File: config.mk
export PLATFORM = sky130hd
export DESIGN_NAME = otter_hazard_ctrl
export DESIGN_NICKNAME = d
export VERILOG_FILES = /design/src/rtl/otter_hazard_ctrl.sv
export SDC_FILE = /design/constraint.sdc
export NUM_CORES = 1
export LEC_CHECK = 0
export CORE_AREA = 5 5 95 97
export DETAILED_ROUTE_END_ITERATION = 8
export DIE_AREA = 0 0 100 102
export PLACE_DENSITY = 0.78
export SYNTH_ARGS = -nofsm -noshare
export SYNTH_HDL_FRONTEND = slang
export SYNTH_SLANG_ARGS = --single-unit
File: constraint.sdc
create_clock -name CLK -period 10.96 [get_ports CLK]
set_input_delay 3.288 -clock CLK [delete_from_list [all_inputs] [get_ports CLK]]
set_output_delay 3.288 -clock CLK [all_outputs]
set_load 0.005 [all_outputs]
File: src/rtl/otter_hazard_ctrl.sv
// -----------------------------------------------------------------------------
// otter_hazard_ctrl
//   Hazard and forwarding controller for the 5-stage OTTER pipeline
//   (IF/DE/EX/MEM/WB). It produces:
//     - per-stage pipeline register write-enables (pc, IF/DE, DE/EX, EX/MEM, MEM/WB)
//     - IF/DE flush, DE/EX bubble and MEM/WB bubble requests
//     - EX-stage operand forwarding selects (0 = RF, 1 = MEM, 2 = WB) and data
//   A small RUN/WAIT FSM freezes the front of the pipe while a slow data-memory
//   access in MEM completes (MEM_LAT-1 stall cycles per access).
//
// Parameters
//   XLEN     forwarded operand width
//   RA_W     register address width
//   MEM_LAT  data-memory latency in cycles (>= 1)
//
// Ports
//   CLK, RESET                         clock, synchronous active-high reset
//   de_rs{1,2}_addr / _used            DE-stage sources
//   ex_rs{1,2}_addr / _used            EX-stage sources
//   ex_rd_addr, ex_regwrite, ex_memread, ex_valid, ex_branch_taken
//   mem_rd_addr, mem_regwrite, mem_access, mem_valid
//   wb_rd_addr, wb_regwrite, wb_valid
//   ex_rs{1,2}_rf, mem_alu_result, wb_data   forwarding data sources
//   pc_write .. mem_wb_write           pipeline register enables
//   if_de_flush, de_ex_bubble, mem_wb_bubble
//   fwd_{a,b}_sel, fwd_{a,b}_data      EX operand forwarding
//
// Optional build macro HAZARD_PERF_EN adds 32-bit saturating counters
//   stall_cycles, loaduse_cycles, flush_count.
// -----------------------------------------------------------------------------
module otter_hazard_ctrl #(
  parameter int XLEN    = 32,
  parameter int RA_W    = 5,
  parameter int MEM_LAT = 1
) (
  input  logic            CLK,
  input  logic            RESET,
  input  logic [RA_W-1:0] de_rs1_addr,
  input  logic [RA_W-1:0] de_rs2_addr,
  input  logic            de_rs1_used,
  input  logic            de_rs2_used,
  input  logic [RA_W-1:0] ex_rs1_addr,
  input  logic [RA_W-1:0] ex_rs2_addr,
  input  logic            ex_rs1_used,
  input  logic            ex_rs2_used,
  input  logic [RA_W-1:0] ex_rd_addr,
  input  logic            ex_regwrite,
  input  logic            ex_memread,
  input  logic            ex_valid,
  input  logic            ex_branch_taken,
  input  logic [RA_W-1:0] mem_rd_addr,
  input  logic            mem_regwrite,
  input  logic            mem_access,
  input  logic            mem_valid,
  input  logic [RA_W-1:0] wb_rd_addr,
  input  logic            wb_regwrite,
  input  logic            wb_valid,
  input  logic [XLEN-1:0] ex_rs1_rf,
  input  logic [XLEN-1:0] ex_rs2_rf,
  input  logic [XLEN-1:0] mem_alu_result,
  input  logic [XLEN-1:0] wb_data,
  output logic            pc_write,
  output logic            if_de_write,
  output logic            de_ex_write,
  output logic            ex_mem_write,
  output logic            mem_wb_write,
  output logic            if_de_flush,
  output logic            de_ex_bubble,
  output logic            mem_wb_bubble,
  output logic [1:0]      fwd_a_sel,
  output logic [1:0]      fwd_b_sel,
  output logic [XLEN-1:0] fwd_a_data,
  output logic [XLEN-1:0] fwd_b_data
`ifdef HAZARD_PERF_EN
  ,
  output logic [31:0]     stall_cycles,
  output logic [31:0]     loaduse_cycles,
  output logic [31:0]     flush_count
`endif
);

  localparam bit MULTI_CYC = (MEM_LAT > 1);
  localparam int CNT_W     = (MEM_LAT > 2) ? $clog2(MEM_LAT - 1) : 1;
  localparam int LOAD_I    = (MEM_LAT > 1) ? (MEM_LAT - 2) : 0;
  localparam logic [CNT_W-1:0] CNT_LOAD = CNT_W'(LOAD_I);

  typedef enum logic {ST_RUN, ST_WAIT} state_t;

  state_t           r_state;
  state_t           w_state_nxt;
  logic [CNT_W-1:0] r_cnt;
  logic [CNT_W-1:0] w_cnt_nxt;
  logic             w_full_stall;
  logic             w_flush;
  logic             w_loaduse;
  logic             w_lu_hazard;
  logic             w_a_mem, w_a_wb, w_b_mem, w_b_wb;

  // Producer stage X supplies source rs when it really writes a nonzero rd.
  function automatic logic stage_hit(input logic            v,
                                     input logic            rw,
                                     input logic [RA_W-1:0] rd,
                                     input logic [RA_W-1:0] rs,
                                     input logic            used);
    return v && rw && (rd != '0) && (rd == rs) && used;
  endfunction

  function automatic logic [31:0] sat_inc(input logic [31:0] c);
    return (c == 32'hFFFF_FFFF) ? c : c + 32'd1;
  endfunction

  // A load in MEM has no data yet, so its MEM hit must not be forwarded.
  assign w_a_mem = stage_hit(mem_valid, mem_regwrite, mem_rd_addr, ex_rs1_addr, ex_rs1_used) && !mem_access;
  assign w_b_mem = stage_hit(mem_valid, mem_regwrite, mem_rd_addr, ex_rs2_addr, ex_rs2_used) && !mem_access;
  assign w_a_wb  = stage_hit(wb_valid, wb_regwrite, wb_rd_addr, ex_rs1_addr, ex_rs1_used);
  assign w_b_wb  = stage_hit(wb_valid, wb_regwrite, wb_rd_addr, ex_rs2_addr, ex_rs2_used);

  assign w_lu_hazard = ex_valid && ex_memread && ex_regwrite && (ex_rd_addr != '0) &&
                       (((ex_rd_addr == de_rs1_addr) && de_rs1_used) ||
                        ((ex_rd_addr == de_rs2_addr) && de_rs2_used));

  // ---- stage boundary: FSM state register ----
  always_ff @(posedge CLK) begin
    if (RESET) begin
      r_state <= ST_RUN;
      r_cnt   <= '0;
    end else begin
      r_state <= w_state_nxt;
      r_cnt   <= w_cnt_nxt;
    end
  end

  always_comb begin
    w_state_nxt   = r_state;
    w_cnt_nxt     = r_cnt;
    w_full_stall  = 1'b0;
    pc_write      = 1'b1;
    if_de_write   = 1'b1;
    de_ex_write   = 1'b1;
    ex_mem_write  = 1'b1;
    mem_wb_write  = 1'b1;
    if_de_flush   = 1'b0;
    de_ex_bubble  = 1'b0;
    mem_wb_bubble = 1'b0;

    case (r_state)
      ST_RUN: begin
        if (MULTI_CYC && mem_valid && mem_access) begin
          w_full_stall = 1'b1;
          w_cnt_nxt    = CNT_LOAD;
          w_state_nxt  = ST_WAIT;
        end
      end
      ST_WAIT: begin
        if (r_cnt != '0) begin
          w_full_stall = 1'b1;
          w_cnt_nxt    = r_cnt - CNT_W'(1);
        end else begin
          w_state_nxt = ST_RUN;
        end
      end
      default: w_state_nxt = ST_RUN;
    endcase

    // Memory stall dominates; a taken branch discards the stalled DE
    // instruction, so it dominates load-use.
    w_flush   = !w_full_stall && ex_branch_taken;
    w_loaduse = !w_full_stall && !w_flush && w_lu_hazard;

    if (RESET) begin
      w_full_stall = 1'b0;
      w_flush      = 1'b0;
      w_loaduse    = 1'b0;
    end

    if (w_full_stall) begin
      pc_write      = 1'b0;
      if_de_write   = 1'b0;
      de_ex_write   = 1'b0;
      ex_mem_write  = 1'b0;
      mem_wb_bubble = 1'b1;
    end else if (w_flush) begin
      if_de_flush  = 1'b1;
      de_ex_bubble = 1'b1;
    end else if (w_loaduse) begin
      pc_write     = 1'b0;
      if_de_write  = 1'b0;
      de_ex_bubble = 1'b1;
    end
  end

  // ---- stage boundary: EX operand forwarding (combinational) ----
  always_comb begin
    fwd_a_sel  = 2'd0;
    fwd_a_data = ex_rs1_rf;
    fwd_b_sel  = 2'd0;
    fwd_b_data = ex_rs2_rf;
    if (!RESET) begin
      if (w_a_mem) begin
        fwd_a_sel  = 2'd1;
        fwd_a_data = mem_alu_result;
      end else if (w_a_wb) begin
        fwd_a_sel  = 2'd2;
        fwd_a_data = wb_data;
      end
      if (w_b_mem) begin
        fwd_b_sel  = 2'd1;
        fwd_b_data = mem_alu_result;
      end else if (w_b_wb) begin
        fwd_b_sel  = 2'd2;
        fwd_b_data = wb_data;
      end
    end
  end

`ifdef HAZARD_PERF_EN
  logic [31:0] r_stall_cycles;
  logic [31:0] r_loaduse_cycles;
  logic [31:0] r_flush_count;

  // ---- stage boundary: performance counters ----
  always_ff @(posedge CLK) begin
    if (RESET) begin
      r_stall_cycles   <= '0;
      r_loaduse_cycles <= '0;
      r_flush_count    <= '0;
    end else begin
      if (w_full_stall) r_stall_cycles   <= sat_inc(r_stall_cycles);
      if (w_loaduse)    r_loaduse_cycles <= sat_inc(r_loaduse_cycles);
      if (w_flush)      r_flush_count    <= sat_inc(r_flush_count);
    end
  end

  assign stall_cycles   = r_stall_cycles;
  assign loaduse_cycles = r_loaduse_cycles;
  assign flush_count    = r_flush_count;
`endif

endmodule
Word level (Yosys, flattened, before mapping)
Index checks and enable logic that the tools add are counted.

Output and inout port bits: 76. Register bits after elaboration: 2. Logic and storage cells: 67.

Add/subtract/negate cells: 1. Mux-type cells: 28. Equal/unequal tests: 6. Reductions and logical operators: 30.

Operator list (count): $mux W32 (6); $eq A5 B5 Y1 (6); $logic_and A1 B1 Y1 (23); $mux W1 (16); $reduce_bool A5 Y1 (3); $mux W2 (6); $logic_not A1 Y1 (3); $logic_or A1 B1 Y1 (1); $sub A1 B1 Y1 const B (1).

Depth between registers and ports, before layout
Gate-level depths: netlist of run 1.

Word-level depth: 11. Depth in mapped cells: 8. Gate-level depth less buffers: 5.

Least setup slack after synthesis of run 1
OpenSTA, ideal clock, no wires.

Path type: input to output. Start: in wb_rd_addr[1]. End: out fwd_a_data[0]. Required time: 7672 ps. Path buffers: 2. Arrival: 4740 ps. Path slack: 2932 ps. Stages on the path: 7. Cells stage by stage: or4_1 -> o211ai_2 -> nor3_1 -> and2_4 -> buf_6 -> buf_6 -> a221o_1.

Word-level cells in the longest chain between the ends: 7.

Ends and longest elaborated chain: from (decl) (RTL line 55) `input logic [RA_W-1:0] wb_rd_addr,`; $reduce_bool A5 Y1 (RTL line 105) `return v && rw && (rd != '0) && (rd == rs) && used;`; $logic_and A1 B1 Y1 (RTL line 105); $logic_and A1 B1 Y1 (*) (2 in a row) (RTL line 105); $mux W32 (*) (RTL line 202) `end else if (w_a_wb) begin`; $mux W32 (*) (RTL line 199) `if (w_a_mem) begin`; $mux W32 (*) (RTL line 198) `if (!RESET) begin`; to (decl) (RTL line 72) `output logic [XLEN-1:0] fwd_a_data,`.

Mark *: on every way between the ends. The rest lies on a longest branch, timed or not.

Worst setup path after layout of run 1
Start: in wb_rd_addr[1]. End: out fwd_a_data[20].

Same word-level chain as after synthesis.

==> results of run 1 <==
## area by class of cell
class	count	area [um^2]	share of cell area, %
timing repair buffer	254	2537	56.18
multi-input combinational	266	1841	40.75
tap	105	131.4	2.909
inverter	2	7.507	0.1662
## final timing paths
check | start | slack [ns] | to | cells after the start
max | wb_rd_addr[1] | 1.34 | fwd_a_data[20] | 8
min | RESET | 7.40 | if_de_flush | 3
## critical path, stage by stage
cell and delay [ns]:
clkdlybuf4s50_1 0.47, or4_1 0.55, o211ai_2 0.18, nor3_1 0.10
o21bai_2 0.64, buf_4 0.36, a221o_1 0.21, clkdlybuf4s50_1 0.52
## layer usage
| layer | wire [um] | track usage (%) | vias to the layer above |
|---|---|---|---|
| li1 | - | - | 1552 |
| met1 | 4330 | 25.07 | 1479 |
| met2 | 6160 | 39.97 | 185 |
| met3 | 1050 | 3.208 | 24 |
| met4 | 369 | 4.974 | 0 |
| met5 | 0 | 0 | - |
## cell families (layout without fill, tap and decap cells)
family                 after synthesis  count (layout)
AO/OA/AOI/OAI                       73              73
other                                2               4
buffers and inverters               37             256
AND/OR/NAND/NOR                    159             159
XOR/XNOR                            30              30
## stage by stage
step	worst slack (ns)	area [um^2]	hold slack (ns)
2_1_floorplan	2.932	2088	6.654
3_3_place_gp	1.366	4517	7.408
3_5_place_dp	1.292	4517	7.423
4_1_cts	1.288	4517	7.417
5_1_grt	1.130	4517	7.475
6_report	1.344	4517	7.404
## power by group
group	switching [mW]	leakage, nW	internal, mW
Clock	0	0	0
Sequential	0	0	0
Combinational	0.0435	1.58	0.101
Total	0.0435	1.58	0.101
## synth_stat cells
library cell / n / area share (%)
nand2b_1: 32 / 9.6
xnor2_1: 22 / 9.3
xor2_1: 8 / 3.4
nand2_1: 4 / 0.72
buf_2: 12 / 2.9
or4_1: 2 / 0.72
or2_2: 1 / 0.30
nand3_1: 2 / 0.48
a21oi_1: 1 / 0.24
and4b_1: 2 / 0.96
and2_4: 2 / 0.84
o2111ai_1: 2 / 0.84
or2_1: 1 / 0.30
nand4_1: 4 / 1.2
conb_1: 2 / 0.36
nor3_1: 2 / 0.48
or4_4: 1 / 0.54
or3_1: 1 / 0.30
a221o_1: 64 / 31
o21bai_2: 2 / 1.1
a21o_1: 1 / 0.36
inv_1: 2 / 0.36
o211ai_2: 3 / 1.8
nor2_1: 67 / 12
clkbuf_1: 7 / 1.3
buf_6: 9 / 4.9
buf_4: 7 / 2.5
nor2b_1: 34 / 10
nor4_1: 4 / 1.2
==> metrics.txt, run 1 <==
run status completed; routed vias/inst 5.167; worst slew pin tran 0.7973 ns; Synth warnings 0; Die ar. 0.01020 mm^2; largest net degree at the start of global routing 55; Final Hold Fails 0; clock buffer count 0; chip width 100 um; Hold Buf Count CTS 0; largest family of logic cells by synthesized area simple AND/OR/NAND/NOR gates; Netlist cell types 29; vias in the first global route 3,260; total number of vias 3,240; crit path kind in2out; Max Cap Viol 0; HP Class in2out; Tcrit/Tclk final 87.74%; I/O pins 254; CP startpoint kind input pin; first-pass GRT wire length 17.61 mm; Slew HR 46.81%; unrepaired setup endpoints after global routing false; post-layout utilization of the core 56.10%; fmax 0.1040 GHz; row count 33; Avg Synthesized Cell Area 6.913 um^2; Wirelength per Cell 19.00 um; Post-Layout Cell Count 627; DRC violations left 0; fin. max-slew vios 0; port buffer count 249; FF/Latch Area 0 um^2; Post-CTS Setup Bufs 0; Critical Path End Type primary output; CP arrival 6.33 ns; PostCTS Resize Cnt 0; GRT Total Usage 21.15%; Mapped Cells 301; Compound-Gate Fraction of Synth Area 35.12%; most frequent cells in the layout clkdlybuf4s50_1 (248), nor2_1 (67), a221o_1 (64); post-route minimum period 9.616 ns; WL final 11.91 mm; Leakage 1.581 nW; layout overhead on the synthesized area 117.1%; Seq/Total Area, Yosys 0%; DRT iter0 DRCs 125; setup_tns 0 ns; fillers 749; die height 102 um; Synth Area in Simple Gates 39.99%; initial antenna violation count 0; Critical Path RT 7.67 ns; mapped cell area 0.002081 mm^2; dpl cells 627; nets 702; Ant. Diodes 0; final RePlAce weighted congestion 1.013; Initial Util 25.84%; post-synthesis mux area share 0%; leading cell type in the layout, fill and taps excluded clkdlybuf4s50_1; crit path max fanout 17; Power Total 0.1449 mW; Antenna Violating Nets Remaining 0; Post-Synth Adder-Cell Area 0%; GR Overflow Total 0; dpl hpwl 9.814 mm; Seq cells 0; core area 0.008051 mm^2; share of cells above drive strength 1 2.874%; drt pass-1 iters 4; Peak VDD IR 0.00001861 V; Synth Area in XOR/XNOR 12.63%; P per Cell Area 32.09 mW/mm^2; Final Setup Violations 0
(Power assumes the default switching activity.)
==> inputs of run 2 (changes only) <==
--- a/config.mk
+++ b/config.mk
@@ -5,9 +5,11 @@
 export SDC_FILE = /design/constraint.sdc
 export NUM_CORES = 1
 export LEC_CHECK = 0
+export CAP_MARGIN = 30
 export CORE_AREA = 5 5 95 97
 export DETAILED_ROUTE_END_ITERATION = 8
 export DIE_AREA = 0 0 100 102
+export GPL_ROUTABILITY_DRIVEN = 0
 export PLACE_DENSITY = 0.78
 export SYNTH_ARGS = -nofsm -noshare
 export SYNTH_HDL_FRONTEND = slang
==> metrics.txt, run 2 (same netlist as run 1, synthesis figures left out) <==
post-route minimum period 9.608 ns (-0.007770 ns); post-route cell area 0.004504 mm^2 (-0.28%); Post-Layout Cell Count 627 (unchanged); largest net degree at the start of global routing 53 (-3.6%); first-pass GRT wire length 17.20 mm (-2.3%); CP cell instances clkdlybuf4s50_1, or4_1, o211ai_2, nor3_1, o21bai_2, buf_4, a221o_1, clkdlybuf4s50_1; HP Class in2out; dpl cells 627 (unchanged); DRT iter0 DRCs 108 (-14%); cell mode on critical path clkdlybuf4s50_1; fin. max-slew vios 0 (unchanged); Hold Buf Count CTS 0 (unchanged); Critical Path RT 7.67 ns (about the same); DRC violations left 0 (unchanged); FF/Latch Area 0 um^2 (unchanged); CP delay by family, top buffers and inverters; Final Setup Violations 0 (unchanged); share of cells above drive strength 1 2.874% (unchanged); Seq cells 0 (unchanged); unrepaired setup endpoints after global routing false; worst slew pin tran 0.7916 ns (-0.005718 ns); GRT Total Usage 20.63% (-0.53 points); P per Cell Area 32.01 mW/mm^2 (-0.23%); vias in the first global route 3,250 (-0.31%); WL final 11.96 mm (+0.39%); crit path kind in2out; Placed Instance Area 0.004504 mm^2 (-0.28%); Crit-path slowest cell o21bai_2; Antenna Violating Nets Remaining 0 (unchanged); setup_tns 0 ns (unchanged); total number of vias 3,192 (-1.5%); chip width 100 um (unchanged); post-layout utilization of the core 55.94% (-0.16 points); nets 702 (unchanged); Critical Path End Type primary output; Tcrit/Tclk final 87.66% (about the same); Worst Path Buf+Inv 3 (unchanged); Peak VDD IR 0.00001744 V (-6.3%); Worst path max stage delay 0.64 ns (about the same); Leakage 1.574 nW (-0.41%); Post-CTS Setup Bufs 0 (unchanged); fmax 0.1041 GHz (about the same); Slew HR 47.19% (+0.38 points); routed vias/inst 5.091 (-1.5%); die height 102 um (unchanged); most frequent cells in the layout clkdlybuf4s50_1 (248), nor2_1 (67), a221o_1 (64); Die ar. 0.01020 mm^2 (unchanged); initial antenna violation count 0 (unchanged); CP startpoint kind input pin; row count 33 (unchanged); Initial Util 25.84% (unchanged); Final Hold Fails 0 (unchanged); CP arrival 6.32 ns (about the same); layout overhead on the synthesized area 116.5%; run status completed; drt pass-1 iters 4 (unchanged); Wirelength per Cell 19.07 um (+0.39%); port buffer count 249 (unchanged); GR Overflow Total 0 (unchanged); PostCTS Resize Cnt 0 (unchanged); I/O pins 254 (unchanged); Max Cap Viol 0 (unchanged); leading cell type in the layout, fill and taps excluded clkdlybuf4s50_1; core area 0.008051 mm^2 (unchanged); crit path max fanout 18 (+1); clock buffer count 0 (unchanged); dpl hpwl 9.825 mm (+0.12%); Ant. Diodes 0 (unchanged)
-- run 2: final cells by class --
| class | instances | area (um^2) |
|---|---|---|
| Tap cell | 105 | 131.4 |
| Fill cell | 768 | 3547 |
| Inverter | 2 | 7.507 |
| Timing Repair Buffer | 254 | 2525 |
| Multi-Input combinational cell | 266 | 1841 |
-- run 2: through the flow --
stage                     hold WS [ns]  setup slack [ns]  total power [mW]
after floorplan                  6.654             2.932           0.04495
after global placement           7.434             1.351            0.1427
after detailed placement         7.447             1.347            0.1441
after CTS                        7.447             1.345            0.1448
after global routing             7.501             1.232            0.1531
final                            7.431             1.352            0.1442
-- run 2: path summary, 6_finish.rpt --
check,slack (ns),to,from,cells past startpoint
worst min-delay path,7.43,if_de_flush,RESET,3
worst max-delay path,1.35,fwd_b_data[16],wb_rd_addr[1],8
-- run 2: where the power goes --
part | switching (mW) | internal (mW)
clock network | 0 | 0
logic | 0.0428 | 0.101
registers | 0 | 0
total | 0.0428 | 0.101
-- run 2: routing by layer --
layer  GRT usage [%]  share of wire (%)  up-vias
met5               0                  0        -
met4           2.176                1.4        0
met3           3.140                7.9       14
met2           40.53                 53      163
met1           24.26                 38     1463
li1                -                  -     1552
